### src/rtl/reset_sequencer.sv
// reset_sequencer: staged multi-channel reset release after qualified PLL lock; optional watchdog via RESET_SEQ_WDT_EN
module reset_sequencer #(
   parameter int NUM_OUT     = 2,
   parameter int HOLD_CYCLES = 4194303,
   parameter int STAGE_GAP   = 16,
   parameter int LOCK_FILTER = 256,
   parameter int WDT_CYCLES  = 1048576
) (
   input  logic               clock,
   input  logic               reset,
   input  logic               pll_lock,
   input  logic               sw_reset_req,
   input  logic               wdt_kick,
   output logic [NUM_OUT-1:0] reset_out,
   output logic               ready,
   output logic [1:0]         state,
   output logic [7:0]         lock_loss_count,
   output logic               wdt_expired
);
   localparam logic [1:0] HOLD  = 2'd0;
   localparam logic [1:0] COUNT = 2'd1;
   localparam logic [1:0] STAGE = 2'd2;
   localparam logic [1:0] RUN   = 2'd3;
   localparam int CW = $clog2((HOLD_CYCLES > STAGE_GAP ? HOLD_CYCLES : STAGE_GAP) + 1);
   localparam int LW = $clog2(LOCK_FILTER + 1);
   localparam logic [NUM_OUT-1:0] LAST = NUM_OUT'(1) << (NUM_OUT - 1);
   logic [1:0]    rst_ff;
   logic [1:0]    lock_ff;
   logic          rst_sync;
   logic          lock_sync;
   logic          lock_ok;
   logic [LW-1:0] filt;
   logic [CW-1:0] cnt;
   logic          active;
   logic          lock_abort;
   logic          abort;
   logic          last;
   logic          wdt_fire;
   assign rst_sync   = rst_ff[1];
   assign lock_sync  = lock_ff[1];
   assign lock_ok    = filt == LW'(LOCK_FILTER);
   assign active     = state != HOLD;
   assign lock_abort = active && !lock_sync;
   assign abort      = lock_abort || (active && sw_reset_req) || wdt_fire;
   // the channel being released is the last one once only the top bit is still set
   assign last       = reset_out == LAST;
   // reset synchroniser: asserts immediately, releases two edges later
   always_ff @(posedge clock or negedge reset)
      if (!reset) rst_ff <= '0;
      else rst_ff <= {rst_ff[0], 1'b1};
   // two-flop synchroniser for the asynchronous PLL lock
   always_ff @(posedge clock or negedge reset)
      if (!reset) lock_ff <= '0;
      else lock_ff <= {lock_ff[0], pll_lock};
   // lock qualification: count consecutive high cycles, saturating at the filter length
   always_ff @(posedge clock or negedge reset)
      if (!reset) filt <= '0;
      else if (!lock_sync || abort) filt <= '0;
      else if (!lock_ok) filt <= filt + 1'b1;
   // stretch, then release channels one gap apart by shifting zeros in from bit 0
   always_ff @(posedge clock or negedge reset)
      if (!reset) begin
         state     <= HOLD;
         reset_out <= '1;
         ready     <= 1'b0;
         cnt       <= '0;
      end else if (abort) begin
         state     <= HOLD;
         reset_out <= '1;
         ready     <= 1'b0;
         cnt       <= '0;
      end else if (state == HOLD) begin
         if (rst_sync && lock_ok && !sw_reset_req) begin
            state <= COUNT;
            cnt   <= CW'(HOLD_CYCLES - 1);
         end
      end else if (state != RUN) begin
         if (cnt != '0) cnt <= cnt - 1'b1;
         else begin
            reset_out <= reset_out << 1;
            cnt       <= CW'(STAGE_GAP - 1);
            state     <= last ? RUN : STAGE;
            ready     <= last;
         end
      end
   // saturating count of aborts caused by losing lock
   always_ff @(posedge clock or negedge reset)
      if (!reset) lock_loss_count <= '0;
      else if (lock_abort && lock_loss_count != 8'hff) lock_loss_count <= lock_loss_count + 1'b1;
`ifdef RESET_SEQ_WDT_EN
   localparam int WW = $clog2(WDT_CYCLES + 1);
   logic [WW-1:0] wdt;
   assign wdt_fire = state == RUN && wdt == '0 && !wdt_kick;
   // watchdog: held at full count outside RUN so it starts fresh on RUN entry; kicks reload it
   always_ff @(posedge clock or negedge reset)
      if (!reset) begin
         wdt         <= '0;
         wdt_expired <= 1'b0;
      end else begin
         wdt_expired <= wdt_fire;
         wdt         <= (state != RUN || wdt_kick) ? WW'(WDT_CYCLES - 1) : wdt - 1'b1;
      end
`else
   logic unused_wdt;
   assign unused_wdt  = wdt_kick | (WDT_CYCLES < 1);
   assign wdt_fire    = 1'b0;
   assign wdt_expired = 1'b0;
`endif
endmodule

### config.mk
export PLATFORM = sky130hd
export DESIGN_NAME = reset_sequencer
export DESIGN_NICKNAME = d
export VERILOG_FILES = /design/src/rtl/reset_sequencer.sv
export SDC_FILE = /design/constraint.sdc
export NUM_CORES = 1
export LEC_CHECK = 0
export CAP_MARGIN = 0
export CORE_MARGIN = 10
export CORE_UTILIZATION = 55
export CTS_BUF_LIST = sky130_fd_sc_hd__clkbuf_8
export CTS_CLUSTER_DIAMETER = 50
export DETAILED_ROUTE_END_ITERATION = 7
export PLACE_DENSITY = 0.79
export SYNTH_ARGS = -nofsm -noshare
export SYNTH_HDL_FRONTEND = slang
export SYNTH_SLANG_ARGS = --single-unit
### constraint.sdc
create_clock -name clock -period 2.25 [get_ports clock]
set_input_delay 0.45 -clock clock [delete_from_list [all_inputs] [get_ports clock]]
set_output_delay 0.45 -clock clock [all_outputs]
set_load 0.01 [all_outputs]
# ---- Yosys cells after proc, flatten, opt, wreduce, memory -nomap -nowiden
# Index checks and enable logic that the tools add are counted.
dict set report word_totals {
  regBits 48
  input_bits 5
  output_inout_bits 14
  wordCells 58
}
dict set report op_classes {
  add_sub_neg 3
  n_eq_ne 9
  n_mux 21
  n_reduce_logical 17
}
# operator count
set op_table {}
lappend op_table {{$mux W22} 5}
lappend op_table {{$reduce_bool A22 Y1} 1}
lappend op_table {{$sub A22 B1 Y22 const B} 1}
lappend op_table {{$mux W2} 9}
lappend op_table {{$mux W9} 2}
lappend op_table {{$add A9 B1 Y9 const B} 1}
lappend op_table {{$eq A9 B9 Y1 const B} 1}
lappend op_table {{$add A8 B1 Y8 const B} 1}
lappend op_table {{$ne A8 B8 Y1 const B} 1}
lappend op_table {{$ne A2 B2 Y1 const B} 3}
lappend op_table {{$reduce_and A3 Y1} 2}
lappend op_table {{$logic_and A1 B1 Y1} 5}
lappend op_table {{$mux W1} 5}
lappend op_table {{$reduce_bool A2 Y1} 2}
lappend op_table {{$ne A3 B2 Y1 const B} 1}
lappend op_table {{$ne A3 B3 Y1 const B} 1}
lappend op_table {{$reduce_bool A3 Y1} 1}
lappend op_table {{$eq A2 B2 Y1 const B} 1}
lappend op_table {{$logic_not A1 Y1} 2}
lappend op_table {{$logic_not A2 Y1} 1}
lappend op_table {{$logic_or A1 B1 Y1} 2}
lappend op_table {{$ne A2 B1 Y1 const B} 1}
lappend op_table {{$reduce_and A2 Y1} 1}

# ---- Longest topological paths before layout
# Gate-level depths: netlist of the first run.
dict set report logic_depth {
  depth_word 6
  depth_mapped 8
  depth_no_buf 7
}

# ---- Worst setup path after synthesis of the first run
# Ideal clock, no wire load.
dict set report synth_timing {
  kind {register to register}
  startpoint {register cnt[0]}
  endpoint {register cnt[13]}
  setup_ns 0.121
  arrival_time_ns 2.310
  t_required_ns 2.129
  slack_ns -0.181
  stages_incl_launch_ff 9
  n_path_buf 1
  period_less_slack_ns 2.431
  cell_sequence {dfrtp_1 inv_1 ha_1 or3b_2 or4_4 buf_6 o21ai_4 o31ai_1 a22o_1}
}
dict set report synth_via {
  elab_chain_cells 5
  elab_cells_between_ends 6
  classes_between {1 x add/sub; 4 x mux; 1 x reduce/logical}
}
# item line
set synth_rtl {}
lappend synth_rtl {{start, declared} 33} ;# logic [CW-1:0] cnt;
lappend synth_rtl {{start signal, assigned} 75} ;# cnt <= CW'(HOLD_CYCLES - 1);
lappend synth_rtl {{start signal, assigned} 78} ;# if (cnt != '0) cnt <= cnt - 1'b1;
lappend synth_rtl {{start signal, assigned} 81} ;# cnt <= CW'(STAGE_GAP - 1);
lappend synth_rtl {{$sub A22 B1 Y22 or $reduce_bool A22 Y1 (tied branches)} 78}
lappend synth_rtl {{$mux W22 *} 78}
lappend synth_rtl {{$mux W22 *} 77} ;# end else if (state != RUN) begin
lappend synth_rtl {{$mux W22 *} 72} ;# end else if (state == HOLD) begin
lappend synth_rtl {{$mux W22 *} 67} ;# end else if (abort) begin
# Every way passes the cells marked *; elsewhere a longest branch is shown, timed or not. The select of a mux whose other input is x is not followed.
# A chain may end at the register's enable or synchronous reset.

# ---- Final worst setup path of the first run
dict set report layout_timing {
  startpoint {register cnt[8]}
  endpoint {register cnt[13]}
}
# Same word-level chain as after synthesis.

==> reports/results.txt, run 1 <==
post-synth top area share -> 0.4429
total wire length -> 6560 um
antenna violations before repair -> 0
RSZ-0062 raised after global routing -> true
DIE AREA -> 0.007875 mm^2
max_cap viols -> 0
run status -> complete, but fails checks
TritonRoute pass-1 iters -> 5
share of the yosys chip area belonging to registers -> 0.4632
Startpoint Class -> flip-flop
H-Tree Depth -> 2
CP arrival -> 2.49 ns
Fin. Hold Viols -> 0
register bit total from synthesis -> 48
min Tclk post-route -> 2.294 ns
clk_skew -> 0.01054 ns
Horiz. Die Dim -> 88.74 um
Vias -> 2435
Synth Cell Area -> 0.002599 mm^2
DRC Markers -> 0
fin. max-slew vios -> 0
Post-Place Cell Area -> 0.003062 mm^2
post-route setup slack -> -0.04369 ns
gr usage total -> 0.1767
switching pwr -> 0.3280 mW
Starting Density -> 0.5808
worst setup path class -> reg -> reg
die height -> 88.74 um
Most used DFF post-synth -> dfrtp_1
Pint -> 1.218 mW
Async S/R FF share, synth -> 1.000
grt ovf -> 0
clk_lat worst skew -> 0.31 ns
syn nets -> 287
Port Buf Inserts -> 16
share of post-route cells with drive strength above 1 -> 0.2262
r2r setup slk -> -0.04 ns
Max VDD drop -> 0.0004743 V
Comb power frac -> 0.041
worst hold slack -> 0.1121 ns
fin crit share -> 1.019
io pins -> 19
Setup crit end kind -> flip-flop
via-per-instance ratio -> 6.276
EDFF count, synth -> 0
nets@finish -> 344
clk root buf -> clkbuf_8
Ys Warns -> 0
global-route wire length before repair -> 11060 um
Pwr per Cell Area -> 472.5 mW/mm^2
diodes inserted -> 0
Crit Path Max Fanout -> 8
CTS Buf Count -> 5
required time of the critical path -> 2.45 ns
Hold/Removal Path Class -> in -> async
Sink Count -> 48
Core ar. -> 0.004474 mm^2
Clock transition at path regs -> 0.09 ns
Routed Antenna Nets -> 0
CTS tree -> built
setup tns final -> -0.1444 ns
Area Overhead vs Synth -> 25.90%
Pwr Total -> 1.546 mW
Clk network pwr share -> 0.391
distinct cell type count after synthesis -> 51
Sw Ratio -> 0.2122
Synth area leaders -> dfrtp_1 (44%), nor2_1 (5.5%), o21ai_0 (4.2%)
failing checks -> negative setup slack
slew margin rel. -> 0.6441
Leak -> 1.482 nW
sequential share of power -> 0.568
initial DRC count -> 231
vias in the first global route -> 2355
leading area contributor after synthesis -> dfrtp_1
Final HPWL DP -> 4611 um
row count -> 24
Avg Cell Area, Syn -> 9.348 um^2
drt wl/cell -> 16.91 um
design area -> 0.003272 mm^2
Slew @ Worst Pin -> 0.5338 ns
# setup viols final -> 6
pin count of the biggest net entering global routing -> 26
clock tree buffer depth -> 2
Achievable Freq -> 0.4360 GHz
RePlAce Congestion -> 0.9003
Syn Inst Count -> 278
-- kinds of logic after synthesis --
family / after synthesis / synth area share
compound gates: 86 / 0.2090
xor+xnor: 15 / 0.05056
fa+ha+maj: 4 / 0.01926
buf+inv: 17 / 0.03274
flops: 48 / 0.4632
mux: 3 / 0.01252
other cells: 2 / 0.002890
simple gates: 103 / 0.2099
-- timing repair --
item | CTS | global route
pin swaps | 7 | 5
hold buffers | 0 | 0
setup endpoints to repair | 15 | 15
gates resized for setup | 7 | 7
setup buffers | 3 | 2
hold endpoints to repair | 0 | 0
-- cell usage in the layout (no fill, tap or decap), types with 4 or more instances in the layout --
| master | Yosys | routed |
|---|---|---|
| xor2_1 | 7 | 7 |
| nand2_1 | 17 | 17 |
| dfrtp_1 | 46 | 46 |
| clkdlybuf4s50_1 | 0 | 15 |
| o2bb2ai_1 | 5 | 5 |
| xnor2_1 | 8 | 8 |
| buf_4 | 1 | 45 |
| nor3_1 | 8 | 8 |
| o21ai_1 | 3 | 5 |
| nor2_1 | 38 | 38 |
| a21oi_1 | 21 | 21 |
| a31oi_1 | 7 | 7 |
| nand3_1 | 5 | 5 |
| o22ai_1 | 7 | 7 |
| and3_1 | 5 | 5 |
| inv_1 | 6 | 5 |
| o21ai_0 | 22 | 19 |
| nand4_1 | 4 | 4 |
| clkbuf_8 | 0 | 5 |
-- Yosys cell counts, drive strengths merged, types with 6 or more instances --
cell type and n:
a21oi 21, a31oi 7, clkbuf 6, dfrtp 46, inv 6, nand2 17, nor2 38, nor3 8
o21ai 26, o22ai 7, xnor2 8, xor2 7
-- final timing paths --
path                                startpoint                              to  depth (start not counted)
max                         cnt[8]$_DFFE_PN0P_             cnt[13]$_DFFE_PN0P_                          5
min                                      reset  lock_loss_count[7]$_DFFE_PN0P_                          1
max in group asynchronous                reset        reset_out[1]$_DFFE_PN1P_                          2
min reg2reg                rst_ff[0]$_DFF_PN0_             rst_ff[1]$_DFF_PN0_                          0
max reg2reg                 cnt[8]$_DFFE_PN0P_             cnt[13]$_DFFE_PN0P_                          5
min in group clock         rst_ff[0]$_DFF_PN0_             rst_ff[1]$_DFF_PN0_                          0
-- power groups by stage --
stage | combinational [mW] | sequential (mW) | clock (mW)
floorplan | 0.0285 | 0.892 | 0
finish | 0.0637 | 0.878 | 0.604
CTS | 0.0644 | 0.878 | 0.618
global route | 0.0728 | 0.879 | 0.663
detailed placement | 0.0643 | 0.895 | 0
global placement | 0.0623 | 0.894 | 0
-- routing by layer --
layer  vias to the layer above  track usage  share of wire
li1                       1135            -              -
met1                      1166       0.2211           0.42
met2                       119       0.2985           0.49
met3                        15      0.03676          0.071
met4                         0      0.05286          0.015
met5                         -            0              0
-- worst max-delay path: stages, from the launching register on --
cell	delay (ns)
dfrtp_1	0.39
or4_4	0.54
or4_4	0.64
o21ai_4	0.29
o31ai_1	0.11
a22o_1	0.21
-- cell type report --
cell class | count | area [um^2]
Sequential cell | 48 | 1204
Fill cell | 333 | 1202
Tap cell | 52 | 65.06
Timing Repair Buffer | 61 | 493.0
Inverter | 6 | 22.52
Multi-Input combinational cell | 213 | 1380
Clock buffer | 5 | 68.82
Clock inverter | 3 | 38.79
-- registers in the layout, indices dropped and copies added, names as in the netlist --
register	count
cnt	22
ready	1
rst_ff	2
state	2
reset_out	2
lock_loss_count	8
lock_ff	2
filt	9
-- per-stage QoR --
stage / worst slack, ns / utilization / instances
after global placement: -0.03755 / 0.6843 / 375
after detailed placement: -0.06058 / 0.6843 / 375
final: -0.04369 / 0.7313 / 388
after floorplan: -0.02696 / - / 278
after global routing: -0.09338 / 0.7313 / 388
after CTS: -0.01603 / 0.7212 / 386
Note: power is estimated with default switching activity, not from simulation.
==> inputs of run 2 (changes only) <==
--- a/config.mk
+++ b/config.mk
@@ -5,13 +5,14 @@
 export SDC_FILE = /design/constraint.sdc
 export NUM_CORES = 1
 export LEC_CHECK = 0
+export ABC_AREA = 1
 export CAP_MARGIN = 0
 export CORE_MARGIN = 10
 export CORE_UTILIZATION = 55
 export CTS_BUF_LIST = sky130_fd_sc_hd__clkbuf_8
 export CTS_CLUSTER_DIAMETER = 50
 export DETAILED_ROUTE_END_ITERATION = 7
-export PLACE_DENSITY = 0.79
+export PLACE_DENSITY = 0.78
 export SYNTH_ARGS = -nofsm -noshare
 export SYNTH_HDL_FRONTEND = slang
 export SYNTH_SLANG_ARGS = --single-unit
==> run 2 against run 1 <==
Effect of this change: via count rose by 0.99%; design area fell by 3.4%; largest power group unchanged; register-to-register slack improved by 0.41 ns; combinational power fell by 26%; the run now ends clean; critical path depth rose by 4; critical path type unchanged.
==> reports/results.txt, run 2 <==
run status -> complete, no violations (was complete, but fails checks)
total wire length -> 6007 um (was 6560 um)
Reg-to-Reg End -> state[0]$_DFFE_PN0P_ (was cnt[13]$_DFFE_PN0P_)
# hold bufs at CTS -> 0 (unchanged)
clk_lat worst skew -> 0.31 ns (about the same)
CP Buf/Inv Count -> 1 (was 0)
post-synth top area share -> 0.4026 (was 0.4429)
Synth Cell Area -> 0.002859 mm^2 (was 0.002599 mm^2)
antenna violations before repair -> 0 (unchanged)
Clock transition at path regs -> 0.09 ns (about the same)
row count -> 26 (was 24)
Pwr per Cell Area -> 459.8 mW/mm^2 (was 472.5 mW/mm^2)
sequential share of power -> 0.602 (was 0.568)
die height -> 92.10 um (was 88.74 um)
via-per-instance ratio -> 5.221 (was 6.276)
Area Overhead vs Synth -> 10.55% (was 25.90%)
Largest register FFs -> 22 (unchanged)
Starting Density -> 0.5634 (was 0.5808)
min Tclk post-route -> 1.880 ns (was 2.294 ns)
# setup viols final -> 0 (was 6)
Syn Inst Count -> 381 (was 278)
Post-CTS Setup Inserts -> 0 (was 3)
biggest regs -> cnt x22, filt x9, lock_loss_count x8 (unchanged)
Hold/Removal Path Class -> in -> async (unchanged)
TritonRoute pass-1 iters -> 4 (was 5)
Biggest register -> cnt (unchanged)
Vias -> 2459 (was 2435)
Worst Setup SP -> cnt[0]$_DFFE_PN0P_ (was cnt[8]$_DFFE_PN0P_)
critical path's top delay family -> simple AND/OR/NAND/NOR gates (unchanged)
gr usage total -> 0.1571 (was 0.1767)
nets@finish -> 409 (was 344)
setup tns final -> 0 ns (was -0.1444 ns)
Fin. Hold Viols -> 0 (unchanged)
CP most frequent cell -> nand2_1 (was or4_4)
Sw Ratio -> 0.2386 (was 0.2122)
vias in the first global route -> 2541 (was 2355)
io pins -> 19 (unchanged)
share of post-route cells with drive strength above 1 -> 0.1072 (was 0.2262)
clk root buf -> clkbuf_8 (unchanged)
Synth area leaders -> dfrtp_1 (40%), nand2_1 (15%), inv_1 (5.5%) (was dfrtp_1 (44%), nor2_1 (5.5%), o21ai_0 (4.2%))
worst setup path class -> reg -> reg (unchanged)
R2R cell count -> 9 (was 5)
Crit Path Max Fanout -> 15 (was 8)
worst hold slack -> 0.03859 ns (was 0.1121 ns)
switching pwr -> 0.3467 mW (was 0.3280 mW)
global-route wire length before repair -> 11060 um (unchanged)
EDFF count, synth -> 0 (unchanged)
CP max stage delay -> 0.37 ns (was 0.64 ns)
clock tree buffer depth -> 2 (unchanged)
Worst path slowest cell -> dfrtp_1 (was or4_4)
Synth top cells by count -> nand2_1 (113), dfrtp_1 (46), inv_1 (42) (was dfrtp_1 (46), nor2_1 (38), o21ai_0 (22))
required time of the critical path -> 2.45 ns (about the same)
Setup crit end kind -> flip-flop (unchanged)
r2r setup slk -> 0.37 ns (was -0.04 ns)
pin count of the biggest net entering global routing -> 20 (was 26)
share of the yosys chip area belonging to registers -> 0.4210 (was 0.4632)
Async S/R FF share, synth -> 1.000 (unchanged)
area occupied by multi-input gates -> 0.001423 mm^2 (was 0.001380 mm^2)
Horiz. Die Dim -> 92.10 um (was 88.74 um)
Pint -> 1.106 mW (was 1.218 mW)
DIE AREA -> 0.008482 mm^2 (was 0.007875 mm^2)
CP arrival -> 2.08 ns (was 2.49 ns)
leading area contributor after synthesis -> dfrtp_1 (unchanged)
distinct cell type count after synthesis -> 33 (was 51)
grt ovf -> 0 (unchanged)
Core ar. -> 0.005075 mm^2 (was 0.004474 mm^2)
initial DRC count -> 152 (was 231)
syn nets -> 390 (was 287)
Layout fillers -> 481 (was 333)
Most used DFF post-synth -> dfrtp_1 (unchanged)
Comb power frac -> 0.032 (was 0.041)
count leader, synth -> nand2_1 (was dfrtp_1)
DRC Markers -> 0 (unchanged)
diodes inserted -> 0 (unchanged)
RSZ-0062 raised after global routing -> false (was true)
Crit. path cell count -> 9 (was 5)
Clk network pwr share -> 0.366 (was 0.391)
max_cap viols -> 0 (unchanged)
post_cts resized -> 0 (was 7)
clk_skew -> 0.009234 ns (was 0.01054 ns)
fin. max-slew vios -> 0 (unchanged)
Sink Count -> 48 (unchanged)
Port Buf Inserts -> 16 (unchanged)
Startpoint Class -> flip-flop (unchanged)
Final HPWL DP -> 4480 um (was 4611 um)
design area -> 0.003161 mm^2 (was 0.003272 mm^2)
CTS Buf Count -> 5 (unchanged)
RePlAce Congestion -> 0.8708 (was 0.9003)
Worst R2R Start -> cnt[0]$_DFFE_PN0P_ (was cnt[8]$_DFFE_PN0P_)
Post-Place Cell Area -> 0.003069 mm^2 (was 0.003062 mm^2)
register bit total from synthesis -> 48 (unchanged)
most common cell after layout, fill and taps aside -> nand2_1 (was dfrtp_1)
Avg Cell Area, Syn -> 7.504 um^2 (was 9.348 um^2)
Ys Warns -> 0 (unchanged)
fin crit share -> 0.8354 (was 1.019)
Max VDD drop -> 0.0003366 V (was 0.0004743 V)
CTS tree -> built (unchanged)
Achievable Freq -> 0.5320 GHz (was 0.4360 GHz)
Routed Antenna Nets -> 0 (unchanged)
most frequent cells in the layout -> nand2_1 (113), dfrtp_1 (46), inv_1 (42) (was dfrtp_1 (46), buf_4 (45), nor2_1 (38))
FF+latch area -> 0.001204 mm^2 (unchanged)
drt wl/cell -> 12.75 um (was 16.91 um)
Finished Core Util -> 0.6228 (was 0.7313)
CP cell instances -> inv_1 > ha_1 > nand2_1 > nor2_2 > nand3_4 > nand2_1 > nand2_1 > nor2_1 > nor2_1 (was or4_4 > or4_4 > o21ai_4 > o31ai_1 > a22o_1)
Leak -> 1.493 nW (was 1.482 nW)
H-Tree Depth -> 2 (unchanged)
-- run 2: logic make-up (layout without fill, tap and decap cells) --
kind of cell	after synthesis	after routing	share of synthesized area
buf+inv	52	72	0.08140
xor+xnor	15	15	0.04595
compound gates	37	37	0.06828
simple gates	223	223	0.3632
fa+ha+maj	4	4	0.01751
other cells	2	2	0.002627
flops	48	48	0.4210
-- run 2: power groups by stage --
stage          Sequential [mW]  Clock (mW)  Combinational (mW)
2_1_floorplan            0.891           0              0.0200
3_3_place_gp             0.891           0              0.0466
3_5_place_dp             0.892           0              0.0487
4_1_cts                  0.875       0.546              0.0490
5_1_grt                  0.876       0.573              0.0573
6_report                 0.875       0.531              0.0471
-- run 2: stage by stage --
stage	power, mW	worst slack, ns	std cells
floorplan	0.9107	0.7345	381
global placement	0.9378	0.2006	463
detailed placement	0.9404	0.1565	463
CTS	1.470	0.3591	471
global route	1.506	0.1670	471
finish	1.453	0.3704	471
-- run 2: cell type report --
cell class                 instances  area share
sequential                        48      0.3808
clock buffer                       5     0.02177
inverter                          44     0.05384
clock inverter                     3    0.007126
tap                               70     0.02771
multi-input combinational        281      0.4501
timing repair buffer              20     0.05859
-- run 2: how the worst max path moves through the flow --
stage | end | slack (ns)
3_3_place_gp | cnt[16]$_DFFE_PN0P_ | 0.20
4_1_cts | state[0]$_DFFE_PN0P_ | 0.36
6_report | state[0]$_DFFE_PN0P_ | 0.37
3_5_place_dp | cnt[16]$_DFFE_PN0P_ | 0.16
5_1_grt | ready$_DFFE_PN0P_ | 0.17
2_1_floorplan | cnt[11]$_DFFE_PN0P_ | 0.73
-- run 2: layer usage --
| metal | track usage | vias to the layer above | share of wire | wire length, um |
|---|---|---|---|---|
| met4 | 0.06170 | 0 | 0.015 | 90 |
| met2 | 0.2718 | 45 | 0.48 | 2875 |
| met1 | 0.1848 | 1166 | 0.46 | 2748 |
| li1 | - | 1241 | - | - |
| met5 | 0 | - | 0 | 0 |
| met3 | 0.03423 | 7 | 0.049 | 292 |
==> inputs of run 3 (changes only) <==
--- a/config.mk
+++ b/config.mk
@@ -8,11 +8,11 @@
 export ABC_AREA = 1
 export CAP_MARGIN = 0
 export CORE_MARGIN = 10
-export CORE_UTILIZATION = 55
+export CORE_UTILIZATION = 57
 export CTS_BUF_LIST = sky130_fd_sc_hd__clkbuf_8
 export CTS_CLUSTER_DIAMETER = 50
 export DETAILED_ROUTE_END_ITERATION = 7
-export PLACE_DENSITY = 0.78
+export PLACE_DENSITY = 0.77
 export SYNTH_ARGS = -nofsm -noshare
 export SYNTH_HDL_FRONTEND = slang
 export SYNTH_SLANG_ARGS = --single-unit
==> constraint.sdc (replaced) <==
create_clock -name clock -period 1.9 [get_ports clock]
set_input_delay 0.38 -clock clock [delete_from_list [all_inputs] [get_ports clock]]
set_output_delay 0.38 -clock clock [all_outputs]
set_load 0.01 [all_outputs]
==> run 3 against run 2 <==
Effect of this change: sequential power rose by 19%; worst hold slack better by 0.32 ns; first-iteration DRC count fell by 30%; power grew 27%.
==> reports/results.txt, run 3 (synthesis results as in run 2) <==
run status -> complete, no violations (unchanged)
Pint -> 1.441 mW (was 1.106 mW)
worst hold slack -> 0.3590 ns (was 0.03859 ns)
Max VDD drop -> 0.0003943 V (was 0.0003366 V)
CP cell instances -> clkdlybuf4s50_1 (was inv_1 > ha_1 > nand2_1 > nor2_2 > nand3_4 > nand2_1 > nand2_1 > nor2_1 > nor2_1)
required time of the critical path -> 1.52 ns (was 2.45 ns)
Largest register FFs -> 22 (unchanged)
clk_lat worst skew -> 0.31 ns (about the same)
DRC Markers -> 0 (unchanged)
vias in the first global route -> 2426 (was 2541)
FF+latch area -> 0.001204 mm^2 (unchanged)
RSZ-0062 raised after global routing -> true (was false)
via-per-instance ratio -> 5.184 (was 5.221)
initial DRC count -> 106 (was 152)
Startpoint Class -> flip-flop (unchanged)
antenna violations before repair -> 0 (unchanged)
drt wl/cell -> 12.42 um (was 12.75 um)
clock tree buffer depth -> 2 (unchanged)
Routed Antenna Nets -> 0 (unchanged)
io pins -> 19 (unchanged)
fin crit share -> 0.9369
CP arrival -> 1.40 ns (was 2.08 ns)
switching pwr -> 0.3974 mW (was 0.3467 mW)
area occupied by multi-input gates -> 0.001423 mm^2 (unchanged)
Starting Density -> 0.5974 (was 0.5634)
nets@finish -> 420 (was 409)
Pwr per Cell Area -> 561.5 mW/mm^2 (was 459.8 mW/mm^2)
Fin. Hold Viols -> 0 (unchanged)
Final HPWL DP -> 4454 um (was 4480 um)
Finished Core Util -> 0.6842 (was 0.6228)
Post-CTS Setup Inserts -> 0 (unchanged)
Worst path slowest cell -> dfstp_2 (was dfrtp_1)
DIE AREA -> 0.008248 mm^2 (was 0.008482 mm^2)
Horiz. Die Dim -> 90.82 um (was 92.10 um)
biggest regs -> cnt x22, filt x9, lock_loss_count x8 (unchanged)
gr usage total -> 0.1513 (was 0.1571)
Sw Ratio -> 0.2162 (was 0.2386)
post_cts resized -> 0 (unchanged)
total wire length -> 5948 um (was 6007 um)
fin. max-slew vios -> 0 (unchanged)
Biggest register -> cnt (unchanged)
design area -> 0.003274 mm^2 (was 0.003161 mm^2)
# setup viols final -> 0 (unchanged)
critical path's top delay family -> flip-flops (was simple AND/OR/NAND/NOR gates)
Area Overhead vs Synth -> 14.53% (was 10.55%)
Crit Path Max Fanout -> 3 (was 15)
share of post-route cells with drive strength above 1 -> 0.1286 (was 0.1072)
global-route wire length before repair -> 10640 um (was 11060 um)
clk root buf -> clkbuf_8 (unchanged)
CP Buf/Inv Count -> 1 (unchanged)
RePlAce Congestion -> 0.9056 (was 0.8708)
diodes inserted -> 0 (unchanged)
min Tclk post-route -> 1.780 ns
Clock transition at path regs -> 0.09 ns (about the same)
Port Buf Inserts -> 16 (unchanged)
Leak -> 1.555 nW (was 1.493 nW)
Core ar. -> 0.004786 mm^2 (was 0.005075 mm^2)
most common cell after layout, fill and taps aside -> nand2_1 (unchanged)
Clk network pwr share -> 0.403 (was 0.366)
die height -> 90.82 um (was 92.10 um)
pin count of the biggest net entering global routing -> 35 (was 20)
worst setup path class -> reg -> out (was reg -> reg)
Hold/Removal Path Class -> reg -> reg (was in -> async)
Sink Count -> 48 (unchanged)
grt ovf -> 0 (unchanged)
Comb power frac -> 0.033 (was 0.032)
Layout fillers -> 429 (was 481)
clk_skew -> 0.007390 ns (was 0.009234 ns)
Post-Place Cell Area -> 0.003153 mm^2 (was 0.003069 mm^2)
TritonRoute pass-1 iters -> 4 (unchanged)
Setup crit end kind -> primary output (was flip-flop)
setup tns final -> 0 ns (unchanged)
row count -> 25 (was 26)
Achievable Freq -> 0.5617 GHz
H-Tree Depth -> 2 (unchanged)
most frequent cells in the layout -> nand2_1 (113), dfrtp_1 (46), inv_1 (42) (unchanged)
CTS tree -> built (unchanged)
Pwr Total -> 1.838 mW (was 1.453 mW)
CP max stage delay -> 0.56 ns (was 0.37 ns)
max_cap viols -> 0 (unchanged)
sequential share of power -> 0.563 (was 0.602)
CTS Buf Count -> 5 (unchanged)
Vias -> 2483 (was 2459)
run 3: metal layers:
layer / part of all wire / wire (um) / vias to the layer above / GRT usage
met5: 0 / 0 / - / 0
met1: 0.45 / 2702 / 1175 / 0.1782
met2: 0.49 / 2938 / 37 / 0.2614
met3: 0.036 / 212 / 8 / 0.03408
li1: - / - / 1263 / -
met4: 0.016 / 94 / 0 / 0.05614
run 3: stage by stage:
step                worst slack, ns  cells
floorplan                    0.3845    381
global placement            0.04713    470
detailed placement        -0.002253    470
CTS                          0.1005    479
global route               -0.02361    479
finish                       0.1198    479
run 3: layout make-up:
cell class / instances / area share
Tap cell: 67 / 0.02560
Clock inverter: 3 / 0.01299
Clock buffer: 5 / 0.02102
Inverter: 44 / 0.05197
Timing Repair Buffer: 31 / 0.08636
Multi-Input combinational cell: 281 / 0.4345
Sequential cell: 48 / 0.3676
run 3: final timing paths:
path,from,endpoint,slack (ns),cells past startpoint
max reg2reg,cnt[0]$_DFFE_PN0P_,cnt[12]$_DFFE_PN0P_,0.16,10
min reg2reg,rst_ff[0]$_DFF_PN0_,rst_ff[1]$_DFF_PN0_,0.36,0
min,rst_ff[0]$_DFF_PN0_,rst_ff[1]$_DFF_PN0_,0.36,0
max,reset_out[0]$_DFFE_PN1P_,reset_out[0],0.12,1
min in group asynchronous,reset,cnt[11]$_DFFE_PN0P_,0.51,2
max in group asynchronous,reset,reset_out[1]$_DFFE_PN1P_,0.81,3
run 3: repair_timing:
| item | CTS | global route |
|---|---|---|
| hold buffers | 1 | 0 |
| endpoints found under the setup margin | 0 | 2 |
| hold endpoints to repair | 14 | 0 |
run 3: power groups by stage:
stage / Sequential [mW] / Combinational, mW / Clock [mW]
after CTS: 1.04 / 0.0632 / 0.758
after global routing: 1.04 / 0.0719 / 0.802
final: 1.04 / 0.0610 / 0.742
after floorplan: 1.05 / 0.0237 / 0
after detailed placement: 1.06 / 0.0610 / 0
after global placement: 1.06 / 0.0600 / 0
==> RTL change 1, RTL diff (flow settings as in run 3) <==
Set the localparam `HOLD` to 2'd1 (it was 2'd0).
--- a/src/rtl/reset_sequencer.sv
+++ b/src/rtl/reset_sequencer.sv
@@ -17,7 +17,7 @@
    output logic [7:0]         lock_loss_count,
    output logic               wdt_expired
 );
-   localparam logic [1:0] HOLD  = 2'd0;
+   localparam logic [1:0] HOLD  = 2'd1;
    localparam logic [1:0] COUNT = 2'd1;
    localparam logic [1:0] STAGE = 2'd2;
    localparam logic [1:0] RUN   = 2'd3;
Formal check against the unedited RTL: not equivalent (Yosys sat finds a counterexample within 4 cycles, from zero or initial values and one cycle with reset low).
==> RTL change 1 against run 3 <==
- power is 0.87% higher
- worst setup slack got worse by 0.023 ns
- non-clock buffer count down 8
- sequential share of layout area grew 0.77 points
- wire length is 0.27% higher
- clock power increased by 3%
- design area down 1.9%
- sequential cell count unchanged
- area after synthesis hardly changed
- synthesized cell count fell by 0.26%
- critical endpoint is now state[0]
- largest cell class unchanged
==> RTL change 1: results (changes against run 3) <==
| Metric | Value |
|---|---|
| Status | `completed` |
| Metal2 WL | `2.64 mm (-10%)` |
| Post-Route Skew | `0.00708 ns (-0.000311 ns)` |
| First-pass GRT wire length | `10.8 mm (+1.6%)` |
| VDD IR-drop max | `335 µV (-15%)` |
| Post-Synth XOR/XNOR Area | `4.59% (about the same)` |
| Number of fill cells | `430 (+0.23%)` |
| HP Class | `input port to asynchronous set/reset pin` |
| Sequential share of the synthesized area | `42.1% (about the same)` |
| Largest net degree at the start of global routing | `29 (-17%)` |
| HPWL Detailed | `4.38 mm (-1.8%)` |
| Fin Hold WS | `0.0240 ns (-0.335 ns)` |
| Port bufs | `16 (unchanged)` |
| Synth cell types | `35 (+6.1%)` |
| Avg Vias per Cell | `5.16 (-0.38%)` |
| Final Net Count | `411 (-2.1%)` |
| Adder-Cell Fraction of Synth Area | `1.75% (about the same)` |
| Largest stage delay on the critical path | `between 0.5 and 0.6 ns` |
| Syn Nets | `389 (-0.26%)` |
| RD Place Congestion | `0.963 (+6.3%)` |
| DP Area | `3100 µm² (-1.8%)` |
| Most frequent cells after synthesis | `nand2_1 (120), dfrtp_1 (45), inv_1 (39), nor2_1 (37), nand3_1 (29)` |
| Synth area leaders | `dfrtp_1 (39%), nand2_1 (16%), inv_1 (5.1%), nand3_1 (5.1%), nor2_1 (4.9%)` |
| Final worst slack | `0.0973 ns (-0.0225 ns)` |
| NetSw | `410 µW (+3.1%)` |
| Compound-gate portion of the synthesized area | `7.13% (+0.30 points)` |
| All-Layer GR Usage | `15.6% (+0.44 points)` |
| Final WL | `5.96 mm (+0.27%)` |
| R2R Setup Slk | `0.21 ns (+0.05 ns)` |
| Share of layout cells above drive strength 1 | `11.4% (-1.4 points)` |
| Place WS | `0.101 ns (+0.103 ns)` |
| Routed met1 length | `2.84 mm (+5.2%)` |
| Initial DRC Count | `188 (+77%)` |
| Vias in the first global route | `2332 (-3.9%)` |
| Crit-path max FO | `4 (+1)` |
| Static leakage | `0.00154 µW (-0.94%)` |
| WL met3 | `411 µm (+94%)` |
| CP Data Arrival Time | `1.42 ns (+0.02 ns)` |
RTL change 1: cell families after synthesis:
| family | count (synthesis) |
|---|---|
| other | 2 |
| xor gates and xnor gates | 15 |
| DFF | 48 |
| and+or+nand+nor | 225 |
| buffers and inverters | 49 |
| adders and majority gates | 4 |
| AOI/OAI and AO/OA | 37 |
RTL change 1: per-layer routing:
metal  up-vias  global-route usage [%]
met1      1117                    21.4
met3         5                    3.99
met2        57                    23.0
met4         0                    5.22
li1       1248                       -
met5         -                       0
RTL change 1: metrics by stage:
stage               total power, µW  cells  utilization, %
finish                         1850    470            67.1
global route                   1930    470            67.1
CTS                            1870    470            67.1
detailed placement             1110    462            64.7
global placement               1110    462            64.7
floorplan                      1080    380               -
RTL change 1: cell type report:
type	instances	area, µm²	share of cell area, %
timing repair buffer	23	220	6.86
inverter	41	161	5.03
sequential	48	1200	37.5
multi-input combinational	283	1430	44.4
tap	67	83.8	2.61
clock buffer	5	68.8	2.14
clock inverter	3	46.3	1.44
RTL change 1: power groups by stage:
stage	Combinational, µW	Clock (µW)	Sequential, µW
6_report	55.5	762	1040
5_1_grt	65.0	831	1040
4_1_cts	57.5	778	1040
3_5_place_dp	57.0	0	1060
3_3_place_gp	56.2	0	1060
2_1_floorplan	23.2	0	1060
RTL change 1: final timing paths:
check / from / to / cells past startpoint
worst max-delay path: state[0]$_DFFE_PN1P_ / state[0] / 1
worst min-delay path: reset / filt[0]$_DFFE_PN0P_ / 1
worst max register to register: cnt[0]$_DFFE_PN0P_ / cnt[5]$_DFFE_PN0P_ / 9
worst min register to register: rst_ff[0]$_DFF_PN0_ / rst_ff[1]$_DFF_PN0_ / 0
max in group asynchronous: reset / cnt[20]$_DFFE_PN0P_ / 2
min in group clock: rst_ff[0]$_DFF_PN0_ / rst_ff[1]$_DFF_PN0_ / 0
==> RTL change 2, RTL diff (config.mk and constraints of run 3) <==
Made on the original files. Put one more register stage on the output `lock_loss_count`. The value now appears one clock later. The other outputs are not delayed to match.
--- a/src/rtl/reset_sequencer.sv
+++ b/src/rtl/reset_sequencer.sv
@@ -24,6 +24,8 @@
    localparam int CW = $clog2((HOLD_CYCLES > STAGE_GAP ? HOLD_CYCLES : STAGE_GAP) + 1);
    localparam int LW = $clog2(LOCK_FILTER + 1);
    localparam logic [NUM_OUT-1:0] LAST = NUM_OUT'(1) << (NUM_OUT - 1);
+
+   logic [7:0] lock_loss_count_s0;
    logic [1:0]    rst_ff;
    logic [1:0]    lock_ff;
    logic          rst_sync;
@@ -85,8 +87,8 @@
       end
    // saturating count of aborts caused by losing lock
    always_ff @(posedge clock or negedge reset)
-      if (!reset) lock_loss_count <= '0;
-      else if (lock_abort && lock_loss_count != 8'hff) lock_loss_count <= lock_loss_count + 1'b1;
+      if (!reset) lock_loss_count_s0 <= '0;
+      else if (lock_abort && lock_loss_count_s0 != 8'hff) lock_loss_count_s0 <= lock_loss_count_s0 + 1'b1;
 `ifdef RESET_SEQ_WDT_EN
    localparam int WW = $clog2(WDT_CYCLES + 1);
    logic [WW-1:0] wdt;
@@ -106,5 +108,9 @@
    assign wdt_fire    = 1'b0;
    assign wdt_expired = 1'b0;
 `endif
+   always_ff @(posedge clock) begin
+       lock_loss_count <= lock_loss_count_s0;
+   end
+
 endmodule
 
Behaviour: same outputs for any inputs over 10 cycles, from zero or initial values and one cycle with reset low; that may be too few to reach the edited logic, so the function may still have changed.
==> RTL change 2 against run 3 <==
- area after synthesis increased by 3.7%
- cell count up 6.5%
- design area is 5.5% higher
- hold slack lost 0.34 ns
- die area rose by 2.9%
- wire length rose by 6.5%
- sequential cell count up 8
- clock skew down 0.0017 ns
- worst setup slack worse by 0.0042 ns
- largest cell class unchanged
Power is not compared: it rests on default switching activity, and its combinational part moved more than twofold at a synthesized area within 25%.
==> RTL change 2: results (changes against run 3) <==
| Metric | Value |
|---|---|
| Post-Synth XOR/XNOR Area | `3.54% (-1.1 points)` |
| Async SR Flop Fraction | `85.7% (-14 points)` |
| Sequential share of the synthesized area | `46.0% (+3.9 points)` |
| HP Class | `input port to asynchronous set/reset pin` |
| Avg Vias per Cell | `5.14 (-0.82%)` |
| Synth area leaders | `dfrtp_1 (39%), nand2_1 (17%), nor2_1 (6.7%), nand3_1 (5.7%), dfxtp_1 (5.4%)` |
| First-pass GRT wire length | `11.6 mm (+8.8%)` |
| Diode count | `0 (unchanged)` |
| Synth cell types | `34 (+3.0%)` |
| Initial DRC Count | `139 (+31%)` |
| Place WS | `-0.183 ns (-0.181 ns)` |
| Vias in the first global route | `2601 (+7.2%)` |
| Crit-path max FO | `3 (unchanged)` |
| Regs by FF count | `cnt x22, filt x9` |
| DRT Pass-1 Iters | `5 (+1)` |
| DP Area | `3330 µm² (+5.7%)` |
| Number of fill cells | `427 (-0.47%)` |
| HPWL Detailed | `4.82 mm (+8.3%)` |
| Final Net Count | `448 (+6.7%)` |
| Routed met1 length | `2.86 mm (+5.9%)` |
| WL met3 | `291 µm (+37%)` |
| RD Place Congestion | `0.848 (-6.3%)` |
| Syn Nets | `410 (+5.1%)` |
| Static leakage | `approximately 0.0017 µW` |
| Wirelength per Cell | `12.4 µm (about the same)` |
| Share of layout cells above drive strength 1 | `10.7% (-2.2 points)` |
| Largest net degree at the start of global routing | `21 (-40%)` |
| Finished Core Util | `68.1% (-0.32 points)` |
| Pint | `a little over 3000 µW` |
| Adder-Cell Fraction of Synth Area | `1.69% (-0.063 points)` |
| Post-Route Skew | `0.00565 ns (-0.00174 ns)` |
| Most frequent cells after synthesis | `nand2_1 (136), nor2_1 (53), dfrtp_1 (46), inv_1 (42), nand3_1 (34)` |
| All-Layer GR Usage | `16.2% (+1.1 points)` |
| Initial antenna violation count | `0 (unchanged)` |
| Metal2 WL | `3.10 mm (+5.5%)` |
| Compound-gate portion of the synthesized area | `6.79% (-0.034 points)` |
| H-tree depth | `2 (unchanged)` |
| Status | `completed` |
RTL change 2: cell families (layout without fill, tap and decap cells):
group,Yosys count,count (layout)
flip-flops,56,56
AND/OR/NAND/NOR,242,242
XOR/XNOR,12,12
adder cells (fa/ha/maj),4,4
buffers and inverters,51,90
AO/OA/AOI/OAI,34,34
other,2,2
RTL change 2: layout make-up:
type                            count  share of cell area [%]
Inverter                           44                    4.92
Timing Repair Buffer               38                    9.99
Tap cell                           70                    2.53
Clock buffer                        5                    1.99
Multi-Input combinational cell    294                    40.5
Clock inverter                      3                   0.615
Sequential cell                    56                    39.5
RTL change 2: path summary, 6_finish.rpt:
check	startpoint	end	slack, ns	depth (start not counted)
max	reset_out[1]$_DFFE_PN1P_	reset_out[1]	0.12	1
min reg2reg	rst_ff[0]$_DFF_PN0_	rst_ff[1]$_DFF_PN0_	0.36	0
max reg2reg	cnt[0]$_DFFE_PN0P_	state[1]$_DFFE_PN0P_	0.16	11
min	reset	lock_loss_count_s0[0]$_DFFE_PN0P_	0.01	1
min in group clock	rst_ff[0]$_DFF_PN0_	rst_ff[1]$_DFF_PN0_	0.36	0
max in group asynchronous	reset	cnt[20]$_DFFE_PN0P_	1.34	2
RTL change 2: metrics by stage:
stage               total power (µW)  setup TNS [ns]  std cells
CTS                             5450               0        509
detailed placement              4780           -3.16        501
global route                    6070         -0.0106        510
floorplan                       3860               0        401
global placement                4670           -2.22        501
finish                          5520               0        510
RTL change 2: layer usage:
| metal | global-route usage, % | vias up |
|---|---|---|
| li1 | - | 1321 |
| met1 | 19.5 | 1246 |
| met2 | 27.4 | 47 |
| met3 | 3.67 | 8 |
| met4 | 6.43 | 0 |
| met5 | 0 | - |
RTL change 2: repair_timing:
action | in CTS | in global routing
setup buffers | 0 | 1
resized for setup | 0 | 5
setup endpoints to repair | 0 | 24
